### config.mk
export PLATFORM = sky130hd
export DESIGN_NAME = cxs_rx_512to256
export DESIGN_NICKNAME = d
export VERILOG_FILES = /design/src/rtl/cxs_rx_512to256.sv
export SDC_FILE = /design/constraint.sdc
export NUM_CORES = 2
export LEC_CHECK = 0
export CORE_AREA = 2 2 362 507
export CTS_BUF_LIST = sky130_fd_sc_hd__clkbuf_4 sky130_fd_sc_hd__clkbuf_8 sky130_fd_sc_hd__clkbuf_16
export CTS_CLUSTER_SIZE = 8
export DETAILED_ROUTE_END_ITERATION = 10
export DIE_AREA = 0 0 364 509
export HOLD_SLACK_MARGIN = 0.1
export PLACE_DENSITY_LB_ADDON = 0.2
export SYNTH_ARGS = -nofsm -noshare
export SYNTH_HDL_FRONTEND = slang
export SYNTH_SLANG_ARGS = --single-unit
### constraint.sdc
create_clock -name cxs_clk -period 15.8 [get_ports cxs_clk]
set_input_delay 2.37 -clock cxs_clk [delete_from_list [all_inputs] [get_ports cxs_clk]]
set_output_delay 2.37 -clock cxs_clk [all_outputs]
set_load 0.01 [all_outputs]
### src/rtl/cxs_rx_512to256.sv
// -----------------------------------------------------------------------------
// cxs_rx_512to256
//
// Receive-side unpacker: accepts 512-bit link packets into a small FIFO and
// splits each entry into one or two 256-bit CXS flits, low half first. Flits
// are sent toward the local protocol engine only while credits are held and
// the CXS link is activated (RUN or DRAIN).
//
// Optional build macro: CXS_RX_PARITY_EN
//   Adds rx_pkt_par[1:0] (even parity per 256-bit half, checked on write) and
//   the sticky par_err output. Data is forwarded unchanged either way.
//
// Ports
//   cxs_clk, cxs_rst_n  clock, asynchronous active-low reset
//   link_en             1 = bring interface up, 0 = take it down
//   rx_pkt_*            link packet input (vld/data/cntl/hvld/last), rx_ready
//   cxs_valid/data/cntl/last   registered flit output, zero when not valid
//   cxs_activereq/ack   activation handshake
//   cxs_crdgnt/crdrtn   credit grant in / credit return out
//   cxs_deacthint       peer requests deactivation
//   link_err            sticky: activeack dropped while activereq high
// -----------------------------------------------------------------------------
module cxs_rx_512to256 #(
  parameter int FIFO_DEPTH = 4,
  parameter int MAX_CRD    = 15,
  parameter int CRD_W      = $clog2(MAX_CRD + 1)
) (
  input  logic         cxs_clk,
  input  logic         cxs_rst_n,
  input  logic         link_en,
  input  logic         rx_pkt_vld,
  input  logic [511:0] rx_pkt_data,
  input  logic [27:0]  rx_pkt_cntl,
  input  logic [1:0]   rx_pkt_hvld,
  input  logic         rx_pkt_last,
`ifdef CXS_RX_PARITY_EN
  input  logic [1:0]   rx_pkt_par,
  output logic         par_err,
`endif
  output logic         rx_ready,
  output logic         cxs_valid,
  output logic [255:0] cxs_data,
  output logic [13:0]  cxs_cntl,
  output logic         cxs_last,
  output logic         cxs_activereq,
  input  logic         cxs_activeack,
  input  logic         cxs_crdgnt,
  output logic         cxs_crdrtn,
  input  logic         cxs_deacthint,
  output logic         link_err
);

  localparam int AW    = (FIFO_DEPTH > 1) ? $clog2(FIFO_DEPTH) : 1;
  localparam int CNT_W = AW + 1;

  typedef enum logic [2:0] {
    STOP  = 3'd0,
    ACT   = 3'd1,
    RUN   = 3'd2,
    DRAIN = 3'd3,
    DEACT = 3'd4
  } state_t;

  state_t state, state_nxt;

  logic [511:0]     mem_data  [FIFO_DEPTH];
  logic [27:0]      mem_cntl  [FIFO_DEPTH];
  logic             mem_hi    [FIFO_DEPTH];
  logic             mem_last  [FIFO_DEPTH];

  logic [AW-1:0]    wr_ptr, rd_ptr;
  logic [CNT_W-1:0] count, count_nxt;
  logic             half_sel;
  logic [CRD_W-1:0] crd, crd_nxt;

  logic             fifo_empty, wr_en, err, issue, pop, rtn, gnt, rx_ready_nxt;
  logic [255:0]     head_data;
  logic [13:0]      head_cntl;

  // Credit update with saturation at MAX_CRD; a decrement is only requested
  // while credits are held, so no underflow guard is needed.
  function automatic logic [CRD_W-1:0] crd_update(input logic [CRD_W-1:0] c,
                                                  input logic inc,
                                                  input logic dec);
    logic [CRD_W:0] s;
    s = {1'b0, c} + (CRD_W+1)'(inc) - (CRD_W+1)'(dec);
    if (s > (CRD_W+1)'(MAX_CRD)) s = (CRD_W+1)'(MAX_CRD);
    return s[CRD_W-1:0];
  endfunction

  assign fifo_empty = (count == '0);
  // Packets whose low half is invalid (2'b00, 2'b10) are consumed but dropped.
  assign wr_en      = rx_pkt_vld & rx_ready & rx_pkt_hvld[0];
  assign err        = ((state == RUN) || (state == DRAIN)) & ~cxs_activeack;
  assign issue      = ((state == RUN) || (state == DRAIN)) & ~fifo_empty &
                      (crd != '0) & ~err;
  assign pop        = issue & (half_sel | ~mem_hi[rd_ptr]);
  assign rtn        = (state == DEACT) & (crd != '0);
  assign gnt        = cxs_crdgnt & (state != STOP) & ~err;
  assign crd_nxt    = err ? '0 : crd_update(crd, gnt, issue | rtn);
  assign count_nxt  = err ? '0 : count + CNT_W'(wr_en) - CNT_W'(pop);
  assign head_data  = half_sel ? mem_data[rd_ptr][511:256] : mem_data[rd_ptr][255:0];
  assign head_cntl  = half_sel ? mem_cntl[rd_ptr][27:14]   : mem_cntl[rd_ptr][13:0];

  // activereq stays up in DEACT until the final return pulse has been seen.
  assign cxs_activereq = (state == ACT) || (state == RUN) || (state == DRAIN) ||
                         ((state == DEACT) && ((crd != '0) || cxs_crdrtn));

  always_comb begin
    state_nxt    = state;
    rx_ready_nxt = 1'b0;
    unique case (state)
      STOP:  if (link_en) state_nxt = ACT;
      ACT:   if (cxs_activeack) state_nxt = RUN;
      RUN: begin
        if (err)                               state_nxt = STOP;
        else if (!link_en || cxs_deacthint)    state_nxt = DRAIN;
      end
      DRAIN: begin
        if (err)                               state_nxt = STOP;
        else if (fifo_empty && !half_sel)      state_nxt = DEACT;
      end
      DEACT: begin
        // A late grant would leave a stranded credit, so wait it out too.
        if ((crd == '0) && !cxs_crdrtn && !cxs_crdgnt && !cxs_activeack)
          state_nxt = STOP;
      end
      default: state_nxt = STOP;
    endcase
    rx_ready_nxt = (state_nxt == RUN) && (count_nxt != CNT_W'(FIFO_DEPTH));
  end

  // Entry storage: contents are don't-care until written, so no reset.
  always_ff @(posedge cxs_clk) begin
    if (wr_en) begin
      mem_data[wr_ptr] <= rx_pkt_data;
      mem_cntl[wr_ptr] <= rx_pkt_cntl;
      mem_hi[wr_ptr]   <= rx_pkt_hvld[1];
      mem_last[wr_ptr] <= rx_pkt_last;
    end
  end

  // Control, pointers, credits and registered flit outputs.
  always_ff @(posedge cxs_clk or negedge cxs_rst_n) begin
    if (!cxs_rst_n) begin
      state      <= STOP;
      crd        <= '0;
      count      <= '0;
      wr_ptr     <= '0;
      rd_ptr     <= '0;
      half_sel   <= 1'b0;
      rx_ready   <= 1'b0;
      cxs_valid  <= 1'b0;
      cxs_data   <= '0;
      cxs_cntl   <= '0;
      cxs_last   <= 1'b0;
      cxs_crdrtn <= 1'b0;
      link_err   <= 1'b0;
    end else begin
      state      <= state_nxt;
      crd        <= crd_nxt;
      count      <= count_nxt;
      if (err) begin
        wr_ptr   <= '0;
        rd_ptr   <= '0;
        half_sel <= 1'b0;
        link_err <= 1'b1;
      end else begin
        if (wr_en) wr_ptr   <= wr_ptr + AW'(1);
        if (pop)   rd_ptr   <= rd_ptr + AW'(1);
        if (issue) half_sel <= ~pop;
      end
      rx_ready   <= rx_ready_nxt;
      cxs_valid  <= issue;
      cxs_data   <= issue ? head_data : '0;
      cxs_cntl   <= issue ? head_cntl : '0;
      cxs_last   <= pop & mem_last[rd_ptr];
      cxs_crdrtn <= rtn;
    end
  end

`ifdef CXS_RX_PARITY_EN
  logic par_bad;
  assign par_bad = (^rx_pkt_data[255:0] != rx_pkt_par[0]) |
                   (rx_pkt_hvld[1] & (^rx_pkt_data[511:256] != rx_pkt_par[1]));

  always_ff @(posedge cxs_clk or negedge cxs_rst_n) begin
    if (!cxs_rst_n)            par_err <= 1'b0;
    else if (wr_en && par_bad) par_err <= 1'b1;
  end
`endif

endmodule
# After elaboration in Yosys (flattened, before gate mapping)
# Memories as Yosys holds them, arrays and structs flattened.
# Cells that the tools add are included.
[totals] reg_bits=290 mem_bits_rw=2168 inputBits=550 n_memories=4
[mem_list] name="mem_data" depth=4 word_bits=512 read_ports=1 rd_clocked_by_memory_dff=0 wr=1 line_no="66" text="logic [511:0] mem_data [FIFO_DEPTH];"
[mem_list] name="mem_cntl" depth=4 word_bits=28 read_ports=1 rd_clocked_by_memory_dff=0 wr=1 line_no="67" text="logic [27:0] mem_cntl [FIFO_DEPTH];"
[mem_list] name="mem_hi" depth=4 word_bits=1 read_ports=1 rd_clocked_by_memory_dff=0 wr=1 line_no="68" text="logic mem_hi [FIFO_DEPTH];"
[mem_list] name="mem_last" depth=4 word_bits=1 read_ports=1 rd_clocked_by_memory_dff=0 wr=1 line_no="69" text="logic mem_last [FIFO_DEPTH];"
[classes] addsub=6 n_eq_ne=6 mux=23 magnitude_cmp=1 bitwise_logic=18 reduce_logical=25
[ops] operator="$mux W256" n=2
[ops] operator="$mux W14" n=2
[ops] operator="$mux W3" n=8
[ops] operator="$pmux W3 S5" n=1
[ops] operator="$and A1 B1 Y1" n=11
[ops] operator="$eq A3 B2 Y1 const B" n=3
[ops] operator="$mux W2" n=4
[ops] operator="$mux W4" n=2
[ops] operator="$logic_and A1 B1 Y1" n=6
[ops] operator="$logic_not A3 Y1" n=2
[ops] operator="$logic_or A1 B1 Y1" n=6
[ops] operator="$reduce_bool A2 Y1" n=3
[ops] operator="$add A4 B1 Y5" n=1
[ops] operator="$gt A5 B4 Y1 const B" n=1
[ops] operator="$logic_not A1 Y1" n=5
[ops] operator="$not A1 Y1" n=5
[ops] operator="$sub A5 B1 Y5" n=1
[ops] operator="$add A2 B1 Y2 const B" n=2
[ops] operator="$logic_not A4 Y1" n=1
[ops] operator="$mux W1" n=4
[ops] operator="$reduce_bool A4 Y1" n=1
[ops] operator="$add A3 B1 Y3" n=1
[ops] operator="$eq A3 B1 Y1 const B" n=1
[ops] operator="$eq A3 B3 Y1 const B" n=1
[ops] operator="4 further kinds" n=5

# Longest topological paths before layout
[depth] word_depth=10 depth_mapped=16 ltp_nobuf=15

# Least setup slack after synthesis
# OpenSTA, ideal clock, no wires.
[synth_path] path_kind="input to register" startpoint="in rx_pkt_hvld[0]" endpoint="mem mem_cntl[1][0], enable pin" path_buffers=1 setup_ns=0.978 arrival_ns=15.006 setup_slack_ns=-0.184 path_stages=3 cell_sequence="and3_1 > clkbuf_1 > and2_1"
[synth_via] elab_chain_cells=3
[synth_lines] item="start: declaration" line_no="34" text="input logic [1:0] rx_pkt_hvld,"
[synth_lines] item="$and A1 B1 Y1" line_no="93" text="assign wr_en = rx_pkt_vld & rx_ready & rx_pkt_hvld[0];"
[synth_lines] item="$mux W1" line_no="135" text="if (wr_en) begin"
[synth_lines] item="$mux W1 (implied by the code)" line_no="137" text="mem_cntl[wr_ptr] <= rx_pkt_cntl;"
[synth_lines] item="end: declaration" line_no="67"
# Every way passes these cells.

# Final worst setup path
[layout_path] startpoint="in rx_pkt_vld" endpoint="mem mem_data[1][191], enable pin"
[layout_via] elab_chain_cells=4
[layout_lines] item="start: declaration" line_no="31" text="input logic rx_pkt_vld,"
[layout_lines] item="$and A1 B1 Y1 (2 in series)" line_no="93"
[layout_lines] item="$mux W1" line_no="135"
[layout_lines] item="$mux W1 (implied by the code)" line_no="136" text="mem_data[wr_ptr] <= rx_pkt_data;"
[layout_lines] item="end: declaration" line_no="66"
# Every way passes these cells.

==> impl_metrics.py <==
metrics = {
    "outcome": {
        "status": "finished, final reports clean",
    },
    "floorplanning": {
        "chipHeight_um": 509,
        "die_w_um": 364,
        "boundaryPins": 826,
        "initial_utilization_pct": 49.7,
        "rows": 185,
        "core_um2": 181000,
        "dieArea_um2": 185000,
    },
    "synth": {
        "synth.top_cell.area_share_pct": 72.4,
        "yosysUniqueCellTypes": 37,
        "synth_warnings": 0,
        "synth_cells": 3822,
        "synth_area_um2": 89900,
        "synth-seq-cells": 2458,
        "synth_nets": 4386,
        "synth_top_cells_by_area": "edfxtp_1 (72%), mux4_2 (14%), dfrtp_1 (8.1%), mux2i_1 (3.0%), nor2_1 (1.2%)",
        "yosysTopAreaCell": "edfxtp_1",
        "synth_seq_area_share_pct": 80.5,
        "syn_area_per_cell_um2": 23.5,
    },
    "clock_network": {
        "cts_tree": "done",
        "clockRootBuffer": "clkbuf_16",
        "cts_max_level": 5,
        "holdBufCountCts": 0,
        "cts_buffers": 357,
        "clk_path_buf_depth": 4,
        "clk_pin_slew_ns": 0.04,
        "cts_sinks": 2458,
        "insertion_delay_ns": 0.92,
        "cts_setup_buffers": 0,
        "post_cts_resized": 0,
    },
    "power": {
        "vdd_drop_max_mv": 0.131,
        "power_density_nw_per_um2": 165,
        "fin_total_pwr_mw": 18.5,
        "p_leak_nw": 37.1,
    },
    "critical_path": {
        "r2r_cells": 7,
        "r2r-end": "cxs_data[158]",
        "crit_path_start": "rx_pkt_vld",
        "crit_arrival_ns": 6.61,
        "crit_fanout": 58,
        "cp-start-kind": "input pin",
        "r2r_slack_ns": 10.65,
        "critPathKind": "input pin to register",
        "cp.required_ns": 16.28,
        "cp-end-kind": "register",
        "endpoint": "mem_data[1][191]",
        "worstReg2RegStart": "rd_ptr[1]",
    },
    "placement": {
        "port_buffers": 825,
        "gp_congestion": 0.791,
        "dpl.hpwl_um": 123000,
        "dpl_worst_slack_ns": 8.66,
    },
    "routing": {
        "wl_met2_um": 99100,
        "drc": 0,
        "wl_um": 207000,
        "final_antenna_net_count": 0,
        "topRoutingLayerUsed": "met5",
        "vias": 42370,
        "viasPerCell": 5.56,
        "drt_iter0_markers": 3371,
        "drtPass1Iterations": 5,
        "routedWlPerCell_um": 27.2,
        "wl_met3_um": 24100,
        "met1Wirelength_um": 79000,
    },
    "global_route": {
        "grt_pass1_wl_um": 300000,
        "first_global_vias": 44481,
        "grt_max_degree": 137,
        "gr-total-overflow": 0,
        "antenna_found_initial": 145,
        "track_usage_pct": 22.3,
    },
    "sta": {
        "fin_skew_ns": 0.0780,
        "tightest_slew_ns": 1.09,
        "slew_headroom_pct": 27.2,
        "max_freq_mhz": 163,
        "min_period_over_period_pct": 38.8,
        "hold_viol": 0,
        "grt_setup_unrepaired": "no",
        "setup_viol": 0,
        "post-route-min-period_ns": 6.13,
        "drv_slew": 0,
        "setup_slack_ns": 9.67,
        "tns_ns": 0,
    },
    "final_layout": {
        "seq_area_um2": 72400,
        "nFillCells": 12357,
        "fin_nets": 5449,
        "multi_input_area_um2": 16500,
        "syn_to_final_growth_pct": 24.6,
        "drive_gt1_share_pct": 24.1,
        "fin_util_pct": 62.0,
    },
    "min_path": {
        "worst_hold_path_type": "register to register",
        "hold_depth": 1,
    },
    "job": {
        "drv_cap": 0,
    },
}
## logic make-up (layout without fill, tap and decap cells)
family / after synthesis / in the layout / share of synthesized area (%)
adders and majority gates: 14 / 14 / 0.212
muxes: 814 / 814 / 16.6
buffers and inverters: 201 / 1525 / 1.13
and+or+nand+nor: 310 / 310 / 1.39
other: 0 / 37 / 0
xor gates and xnor gates: 5 / 5 / 0.0487
DFF: 2458 / 2458 / 80.5
AOI/OAI and AO/OA: 20 / 20 / 0.132
## worst max-delay path, cell delays in order
cell and delay, ns:
clkdlybuf4s50_1 0.54, and3_1 0.47, and2_4 0.85, buf_4 0.72
buf_4 0.70, buf_4 0.82
## per-stage QoR
step / hold WS, ns / instance area, um^2 / cells
floorplan: 0.504 / 89900 / 3822
finish: 0.472 / 112000 / 7614
detailed placement: 0.469 / 101000 / 6957
CTS: 0.479 / 112000 / 7577
global placement: 0.462 / 101000 / 6957
global route: 0.497 / 112000 / 7584
## power breakdown
| group | switching (mW) | internal, mW | total [mW] |
|---|---|---|---|
| clock | 2.57 | 4.67 | 7.24 |
| combinational | 1.78 | 1.90 | 3.67 |
| sequential | 0.191 | 7.42 | 7.61 |
## Yosys cell counts, drive strengths merged
| library cell | number |
|---|---|
| nor3b | 2 |
| inv | 17 |
| and2 | 6 |
| or4b | 1 |
| a21o | 2 |
| or3 | 2 |
| mux4 | 542 |
| a21oi | 5 |
| o21a | 1 |
| xnor2 | 4 |
| nor2 | 278 |
| nand2b | 5 |
| o211ai | 1 |
| nor4 | 2 |
| nand3b | 2 |
| nor4b | 1 |
| nand4b | 1 |
| or2 | 1 |
| or3b | 1 |
| a31oi | 4 |
| dfrtp | 290 |
| xor2 | 1 |
| nand2 | 3 |
| nor3 | 1 |
| mux2i | 272 |
| a2111oi | 1 |
| nand3 | 1 |
| and3 | 3 |
| ha | 12 |
| o21ai | 6 |
| edfxtp | 2168 |
| buf | 143 |
| clkbuf | 41 |
| fa | 2 |
## area by class of cell
type	instances	share of cell area, %
Tap cell	2431	2.72
Sequential cell	2458	64.6
Multi-Input combinational cell	1163	14.8
Antenna cell	37	0.0826
Timing Repair Buffer	888	7.92
Clock inverter	7	0.0648
Clock buffer	613	9.79
Inverter	17	0.0570
## cell usage in the layout, fill, tap and decap left out, types with 3 or more instances in the layout
cell type,count
clkdlybuf4s50_1,824
diode_2,37
and3_1,3
nor2_1,278
inv_6,4
dfrtp_4,3
ha_1,12
inv_1,16
clkbuf_16,363
nand2_1,3
clkbuf_4,249
a21oi_1,5
a31oi_1,4
nand2b_1,5
buf_4,52
xnor2_1,4
buf_12,11
mux2i_1,272
edfxtp_1,2168
mux4_2,542
dfrtp_1,287
o21ai_0,6
and2_4,4
## worst min path at each step
stage / from / to / slack [ns]
floorplan: link_err / link_err / 0.50
global placement: link_err / link_err / 0.46
detailed placement: link_err / link_err / 0.47
CTS: link_err / link_err / 0.48
global route: link_err / link_err / 0.50
finish: link_err / link_err / 0.47
## registers in the layout (all words and copies together) (netlist names)
| name | flops |
|---|---|
| count | 3 |
| crd | 4 |
| cxs_cntl | 14 |
| cxs_crdrtn | 1 |
| cxs_data | 256 |
| cxs_last | 1 |
| cxs_valid | 1 |
| half_sel | 1 |
| link_err | 1 |
| mem_cntl | 112 |
| mem_data | 2048 |
| mem_hi | 4 |
| mem_last | 4 |
| rd_ptr | 2 |
| rx_ready | 1 |
| state | 3 |
| wr_ptr | 2 |
## per-layer routing
layer,GRT usage (%),vias up
met5,0,-
met4,5.22,224
met2,35.0,1470
met3,11.3,482
li1,-,17967
met1,27.9,22227
Power figures use the tool's default switching activity.
